$ cat src/rtl/chimera_cluster_pwr_seq_if.sv
// Handshake bundle between the host/cluster side and the cluster power sequencer.
//   en_req_i       : per-cluster requested power state (1 = on)
//   cluster_idle_i : per-cluster "no outstanding work" (gates power-down only)
//   clk_en_o       : per-cluster clock-gate enable
//   cluster_rst_no : per-cluster active-low reset
//   wake_o         : per-cluster single-cycle wake pulse
//   status_o       : per-cluster fully-on indication
//   busy_o         : sequencer is in the middle of a sequence
// The master modport is the host/cluster side; the slave modport is the sequencer.
interface chimera_cluster_pwr_seq_if #(
    parameter int unsigned NumClusters = 5
);
    logic [NumClusters-1:0] en_req_i;
    logic [NumClusters-1:0] cluster_idle_i;
    logic [NumClusters-1:0] clk_en_o;
    logic [NumClusters-1:0] cluster_rst_no;
    logic [NumClusters-1:0] wake_o;
    logic [NumClusters-1:0] status_o;
    logic                   busy_o;

    modport master (
        output en_req_i, cluster_idle_i,
        input  clk_en_o, cluster_rst_no, wake_o, status_o, busy_o
    );

    modport slave (
        input  en_req_i, cluster_idle_i,
        output clk_en_o, cluster_rst_no, wake_o, status_o, busy_o
    );
endinterface

$ cat src/rtl/chimera_cluster_pwr_seq.sv
// Shared power-up/power-down sequencer for the external compute clusters.
// One cluster is sequenced at a time, chosen round-robin among clusters whose
// requested state differs from their actual state.
//   Power-up  : clock gate on, hold reset ClkSettleCycles, release reset,
//               wait RstHoldCycles, pulse wake and raise status.
//   Power-down: (only when the cluster reports idle) assert reset, wait
//               RstHoldCycles, then gate the clock and drop status.
// Ports:
//   clk_i  : clock
//   rst_ni : asynchronous active-low reset
//   pwr    : request/idle inputs and clk_en/rst_n/wake/status/busy outputs
module chimera_cluster_pwr_seq #(
    parameter int unsigned NumClusters     = 5,
    parameter int unsigned ClkSettleCycles = 4,
    parameter int unsigned RstHoldCycles   = 8
) (
    input  logic                     clk_i,
    input  logic                     rst_ni,
    chimera_cluster_pwr_seq_if.slave pwr
);
    localparam int unsigned MaxCycles = (ClkSettleCycles > RstHoldCycles) ? ClkSettleCycles
                                                                            : RstHoldCycles;
    localparam int unsigned CntWidth  = $clog2(MaxCycles + 1);
    localparam int unsigned IdxWidth  = (NumClusters > 1) ? $clog2(NumClusters) : 1;

    localparam logic [CntWidth-1:0] ClkLoad = CntWidth'(ClkSettleCycles - 1);
    localparam logic [CntWidth-1:0] RstLoad = CntWidth'(RstHoldCycles - 1);
    localparam logic [IdxWidth-1:0] LastIdx = IdxWidth'(NumClusters - 1);

    localparam logic [1:0] IDLE   = 2'd0;
    localparam logic [1:0] UP_CLK = 2'd1;
    localparam logic [1:0] UP_RST = 2'd2;
    localparam logic [1:0] DN_RST = 2'd3;

    logic [1:0]             state_q;
    logic [CntWidth-1:0]    cnt_q;
    logic [IdxWidth-1:0]    idx_q;
    logic [IdxWidth-1:0]    ptr_q;
    logic [NumClusters-1:0] clk_en_q;
    logic [NumClusters-1:0] rst_n_q;
    logic [NumClusters-1:0] wake_q;
    logic [NumClusters-1:0] status_q;

    logic [NumClusters-1:0] up;
    logic [NumClusters-1:0] dn;
    logic [NumClusters-1:0] elig;
    logic                   grant;
    logic                   grant_up;
    logic [IdxWidth-1:0]    grant_idx;
    int unsigned            cand;

    // Round-robin search: walk from ptr upwards, wrapping, first eligible wins.
    always_comb begin
        up        = pwr.en_req_i & ~status_q;
        dn        = ~pwr.en_req_i & status_q & pwr.cluster_idle_i;
        elig      = up | dn;
        grant     = 1'b0;
        grant_up  = 1'b0;
        grant_idx = '0;
        cand      = 0;
        for (int unsigned k = 0; k < NumClusters; k++) begin
            cand = 32'(ptr_q) + k;
            if (cand >= NumClusters) begin
                cand = cand - NumClusters;
            end
            if (!grant && elig[cand[IdxWidth-1:0]]) begin
                grant     = 1'b1;
                grant_idx = cand[IdxWidth-1:0];
                grant_up  = up[cand[IdxWidth-1:0]];
            end
        end
    end

    always_ff @(posedge clk_i or negedge rst_ni) begin
        if (!rst_ni) begin
            state_q  <= IDLE;
            cnt_q    <= '0;
            idx_q    <= '0;
            ptr_q    <= '0;
            clk_en_q <= '0;
            rst_n_q  <= '0;
            wake_q   <= '0;
            status_q <= '0;
        end else begin
            wake_q <= '0;
            case (state_q)
                IDLE: begin
                    if (grant) begin
                        idx_q <= grant_idx;
                        ptr_q <= (grant_idx == LastIdx) ? '0 : grant_idx + IdxWidth'(1);
                        if (grant_up) begin
                            clk_en_q[grant_idx] <= 1'b1;
                            cnt_q               <= ClkLoad;
                            state_q             <= UP_CLK;
                        end else begin
                            rst_n_q[grant_idx] <= 1'b0;
                            cnt_q              <= RstLoad;
                            state_q            <= DN_RST;
                        end
                    end
                end
                UP_CLK: begin
                    if (cnt_q != '0) begin
                        cnt_q <= cnt_q - 1'b1;
                    end else begin
                        rst_n_q[idx_q] <= 1'b1;
                        cnt_q          <= RstLoad;
                        state_q        <= UP_RST;
                    end
                end
                UP_RST: begin
                    if (cnt_q != '0) begin
                        cnt_q <= cnt_q - 1'b1;
                    end else begin
                        wake_q[idx_q]   <= 1'b1;
                        status_q[idx_q] <= 1'b1;
                        state_q         <= IDLE;
                    end
                end
                DN_RST: begin
                    if (cnt_q != '0) begin
                        cnt_q <= cnt_q - 1'b1;
                    end else begin
                        clk_en_q[idx_q] <= 1'b0;
                        status_q[idx_q] <= 1'b0;
                        state_q         <= IDLE;
                    end
                end
                default: state_q <= IDLE;
            endcase
        end
    end

    assign pwr.clk_en_o       = clk_en_q;
    assign pwr.cluster_rst_no = rst_n_q;
    assign pwr.wake_o         = wake_q;
    assign pwr.status_o       = status_q;
    assign pwr.busy_o         = (state_q != IDLE);
endmodule
$ cat src/flat_wrapper.sv
// flat-port wrapper written by rule: the top's interface ports become plain ports
module chimera_cluster_pwr_seq_flat 
#(
    parameter int unsigned NumClusters     = 5,
    parameter int unsigned ClkSettleCycles = 4,
    parameter int unsigned RstHoldCycles   = 8
)
  (clk_i, rst_ni, pwr_en_req_i, pwr_cluster_idle_i, pwr_clk_en_o, pwr_cluster_rst_no, pwr_wake_o, pwr_status_o, pwr_busy_o);
  chimera_cluster_pwr_seq_if #(.NumClusters(NumClusters)) pwr_i ();
  input  logic clk_i;
  input  logic rst_ni;
  input wire logic [$bits(pwr_i.en_req_i)-1:0] pwr_en_req_i;
  input wire logic [$bits(pwr_i.cluster_idle_i)-1:0] pwr_cluster_idle_i;
  output wire logic [$bits(pwr_i.clk_en_o)-1:0] pwr_clk_en_o;
  output wire logic [$bits(pwr_i.cluster_rst_no)-1:0] pwr_cluster_rst_no;
  output wire logic [$bits(pwr_i.wake_o)-1:0] pwr_wake_o;
  output wire logic [$bits(pwr_i.status_o)-1:0] pwr_status_o;
  output wire logic [$bits(pwr_i.busy_o)-1:0] pwr_busy_o;
  assign pwr_i.en_req_i = pwr_en_req_i;
  assign pwr_i.cluster_idle_i = pwr_cluster_idle_i;
  assign pwr_clk_en_o = pwr_i.clk_en_o;
  assign pwr_cluster_rst_no = pwr_i.cluster_rst_no;
  assign pwr_wake_o = pwr_i.wake_o;
  assign pwr_status_o = pwr_i.status_o;
  assign pwr_busy_o = pwr_i.busy_o;
  chimera_cluster_pwr_seq #(.NumClusters(NumClusters), .ClkSettleCycles(ClkSettleCycles), .RstHoldCycles(RstHoldCycles)) u_core (.clk_i(clk_i), .rst_ni(rst_ni), .pwr(pwr_i));
endmodule
$ cat config.mk
export PLATFORM = sky130hd
export DESIGN_NAME = chimera_cluster_pwr_seq_flat
export DESIGN_NICKNAME = d
export VERILOG_FILES = /design/src/rtl/chimera_cluster_pwr_seq_if.sv /design/src/rtl/chimera_cluster_pwr_seq.sv /design/src/flat_wrapper.sv
export SDC_FILE = /design/constraint.sdc
export NUM_CORES = 1
export LEC_CHECK = 0
export ABC_CLOCK_PERIOD_IN_PS = 7050
export CAP_MARGIN = 20
export CORE_MARGIN = 10
export CORE_UTILIZATION = 62
export CTS_CLUSTER_SIZE = 30
export DETAILED_ROUTE_END_ITERATION = 12
export GPL_TIMING_DRIVEN = 0
export PLACE_DENSITY = 0.89
export SYNTH_ARGS = -nofsm -noshare
export SYNTH_HDL_FRONTEND = slang
export SYNTH_SLANG_ARGS = --single-unit
$ cat constraint.sdc
create_clock -name clk_i -period 7.05 [get_ports clk_i]
set_input_delay 1.0575 -clock clk_i [delete_from_list [all_inputs] [get_ports clk_i]]
set_output_delay 1.0575 -clock clk_i [all_outputs]
set_load 0.02 [all_outputs]
==> metrics <==
slew at the pin closest to its max-slew limit 0.748 ns; DR vias/cell 6.89; syn avg cell area a little over 8 µm²; Netlist Area Pre-Place between 3000 and 4000 µm²; unrepaired setup endpoints after global routing false; DR pass1 iterations 5; reg-to-reg endpoint u_core.ptr_q[2]; worst-path cell with the longest stage delay o21ai_0; Worst path max stage delay 0.60 ns; count of pins on the block boundary 33; share of synthesized area occupied by flip-flops and latches 0.263; initial cell density of the core 0.641; total setup buffers inserted after CTS 0; post-synthesis mux area share 0.0685; total of max-cap violations 0; Final Net Count 435; most common cell after layout, fill and taps aside nor2_1; Hold Crit Endpoint u_core.pwr.clk_en_o[2]; Critical Path Sink Type flop; cells along the critical path buf_2 > inv_1 > buf_2 > ha_1 > ha_1 > or2_2 > o21ai_0 > nand4b_1 > and4b_1 > and3_1 > and2_4 > or2_1 > buf_2 > inv_2 > ha_1 > nor2_1 > mux2i_1 > o21ai_0; CP Class flop to flop; clock slew at the register clock pins of the worst setup and hold paths around 0.070 ns; fraction of the mapped netlist area in adder cells 0.0517; root buf cell clkbuf_8; initial antenna violation count 0; Resized cells post-CTS 0; TritonCTS clock tree done; overflow left after global routing 0; simple-gate area share of the yosys netlist 0.268; DRC viols 0; status finished clean; kind of start point of the critical path flop; path class of the lowest-slack min-delay path flop to flop; maximum number of pins on one net before global-route repair 33; CTS Hold Bufs 0; number of pins with negative max-slew slack in the final report 0; share of async-settable or async-resettable flops after synthesis 1.00; final hold viol count 0; global-route wire length before repair between 15,000 and 20,000 µm; clock buffer depth 2; via count between 3,000 and 4,000; global-route usage over all layers 0.227; clock tree sinks 32; cell count of the worst reg-to-reg path 18; Die Span X ~90 µm; number of cells traversed by the worst hold path 2; fraction of layout instances using a drive strength above 1 0.0971; count of input and output buffers 32; DRT Wirelength roughly 9400 µm; ANT nets after route 0; number of design-rule violations left by the first detailed-router iteration slightly below 500; antenna cells 0; die area 8120 µm²; routed length per placed instance 19.6 µm; GPL Wtd Cong between 0.9 and 1; Hold Path Origin u_core.pwr.clk_en_o[2]; r2r setup slk roughly 2.2 ns; depth of the CTS H-tree 2; most frequently used flop master after synthesis dfrtp_1; final worst path period share 0.688; required time reported for the critical path endpoint 7.19 ns; worst clock skew on the final layout 0.00562 ns; number of flip-flops and latches in the synthesized netlist 32; largest family of logic cells by synthesized area compound AO/OA/AOI/OAI gates; post-synthesis cell type count 73; overall die height between 90 and 100 µm; Critical Path AT ~5 ns; setup violators final 0; half-perimeter wire length after detailed placement 6960 µm; relative slew slack 0.496; count of standard-cell rows 25; startpoint of the worst register-to-register path u_core.ptr_q[0]; Synthesized Nets just under 400; maximum fanout count along the critical path 11; Min Clock Period, post-route between 4 and 5 ns; Post-synth EDFFs 0; maximum achievable frequency a little over 0.2 GHz; core area 4750 µm²; number of warning messages in the yosys log 0; Inserted Clock Buffers 5; post-synthesis share of cell area spent on xor and xnor gates 0.0144; clock latency reported for the late side of the worst-skew pair between 0.2 and 0.3 ns; sum of negative setup slack 0 ns; synthesized-area fraction occupied by ao, oa, aoi and oai cells 0.280; layout overhead on the synthesized area 17.2%; number of global-route vias before repair 3,089; most frequent cells in the layout nor2_1 (33), dfrtp_1 (32), clkdlybuf4s50_1 (31); instance count of the mapped netlist 372
worst max-delay path, delay by kind of cell, from the launching register on:
kind	cells	cell delay, ns
buffers and inverters	5	0.93
AOI/OAI and AO/OA	2	0.69
and+or+nand+nor	7	1.63
muxes	1	0.17
DFF	1	0.46
adders and majority gates	3	0.82
routing by layer:
metal / up-vias / global-route usage / share of wire
met5: - / 0 / 0
met4: 0 / 0.0424 / 0.016
met3: 17 / 0.0632 / 0.10
met2: 197 / 0.359 / 0.45
met1: 1598 / 0.302 / 0.43
li1: 1488 / - / -
synthesized netlist by cell type (4+ instances only):
| cell type | count | area (µm²) |
|---|---|---|
| o21ai_0 | 25 | 125 |
| a21o_1 | 8 | 60.1 |
| nand3_1 | 15 | 75.1 |
| nand2b_1 | 8 | 50.1 |
| buf_2 | 6 | 30.0 |
| a2111oi_0 | 4 | 35.0 |
| a211oi_1 | 7 | 52.6 |
| nand4_1 | 4 | 25.0 |
| nor3_1 | 22 | 110 |
| ha_1 | 11 | 138 |
| and3b_1 | 7 | 61.3 |
| a21oi_1 | 21 | 105 |
| and2_1 | 4 | 25.0 |
| mux2i_1 | 13 | 130 |
| clkbuf_1 | 7 | 26.3 |
| nand2_1 | 22 | 82.6 |
| xnor2_1 | 5 | 43.8 |
| nor2b_1 | 8 | 50.1 |
| inv_1 | 13 | 48.8 |
| a31oi_1 | 4 | 25.0 |
| dfrtp_1 | 32 | 801 |
| o31ai_1 | 8 | 60.1 |
| nor2_1 | 33 | 124 |
cells by family after synthesis:
family                     count (synthesis)
and+or+nand+nor                          151
AOI/OAI and AO/OA                        118
buffers and inverters                     36
DFF                                       32
muxes                                     18
adders and majority gates                 12
xor gates and xnor gates                   5
through the flow:
step	instance area [µm²]	hold slack [ns]	util	std cells	setup slack (ns)
2_1_floorplan	3050	0.492	-	372	3.15
3_3_place_gp	3450	0.480	0.726	471	2.46
3_5_place_dp	3450	0.489	0.725	471	2.40
4_1_cts	3570	0.520	0.752	479	2.34
5_1_grt	3570	0.544	0.752	479	1.89
6_report	3570	0.515	0.752	479	2.20
worst max path at each step:
stage                         start         endpoint  slack (ns)  cells after the start
detailed placement  u_core.ptr_q[0]  u_core.ptr_q[2]        2.40                     18
global placement    u_core.ptr_q[0]  u_core.ptr_q[2]        2.46                     18
floorplan           u_core.ptr_q[0]  u_core.ptr_q[0]        3.15                     19
finish              u_core.ptr_q[0]  u_core.ptr_q[2]        2.20                     18
global route        u_core.ptr_q[0]  u_core.ptr_q[0]        1.89                     18
CTS                 u_core.ptr_q[0]  u_core.ptr_q[2]        2.34                     18
cell type report:
cell class,instances,area [µm²]
buffer,19,101
clock buffer,7,96.3
clock inverter,1,30.0
fill,355,1180
inverter,17,66.3
multi-input combinational,304,2080
sequential,32,801
tap,67,83.8
timing repair buffer,32,315
Power is not shown: default switching activity piles up to over one toggle a cycle in this logic, so the estimate is an artifact.
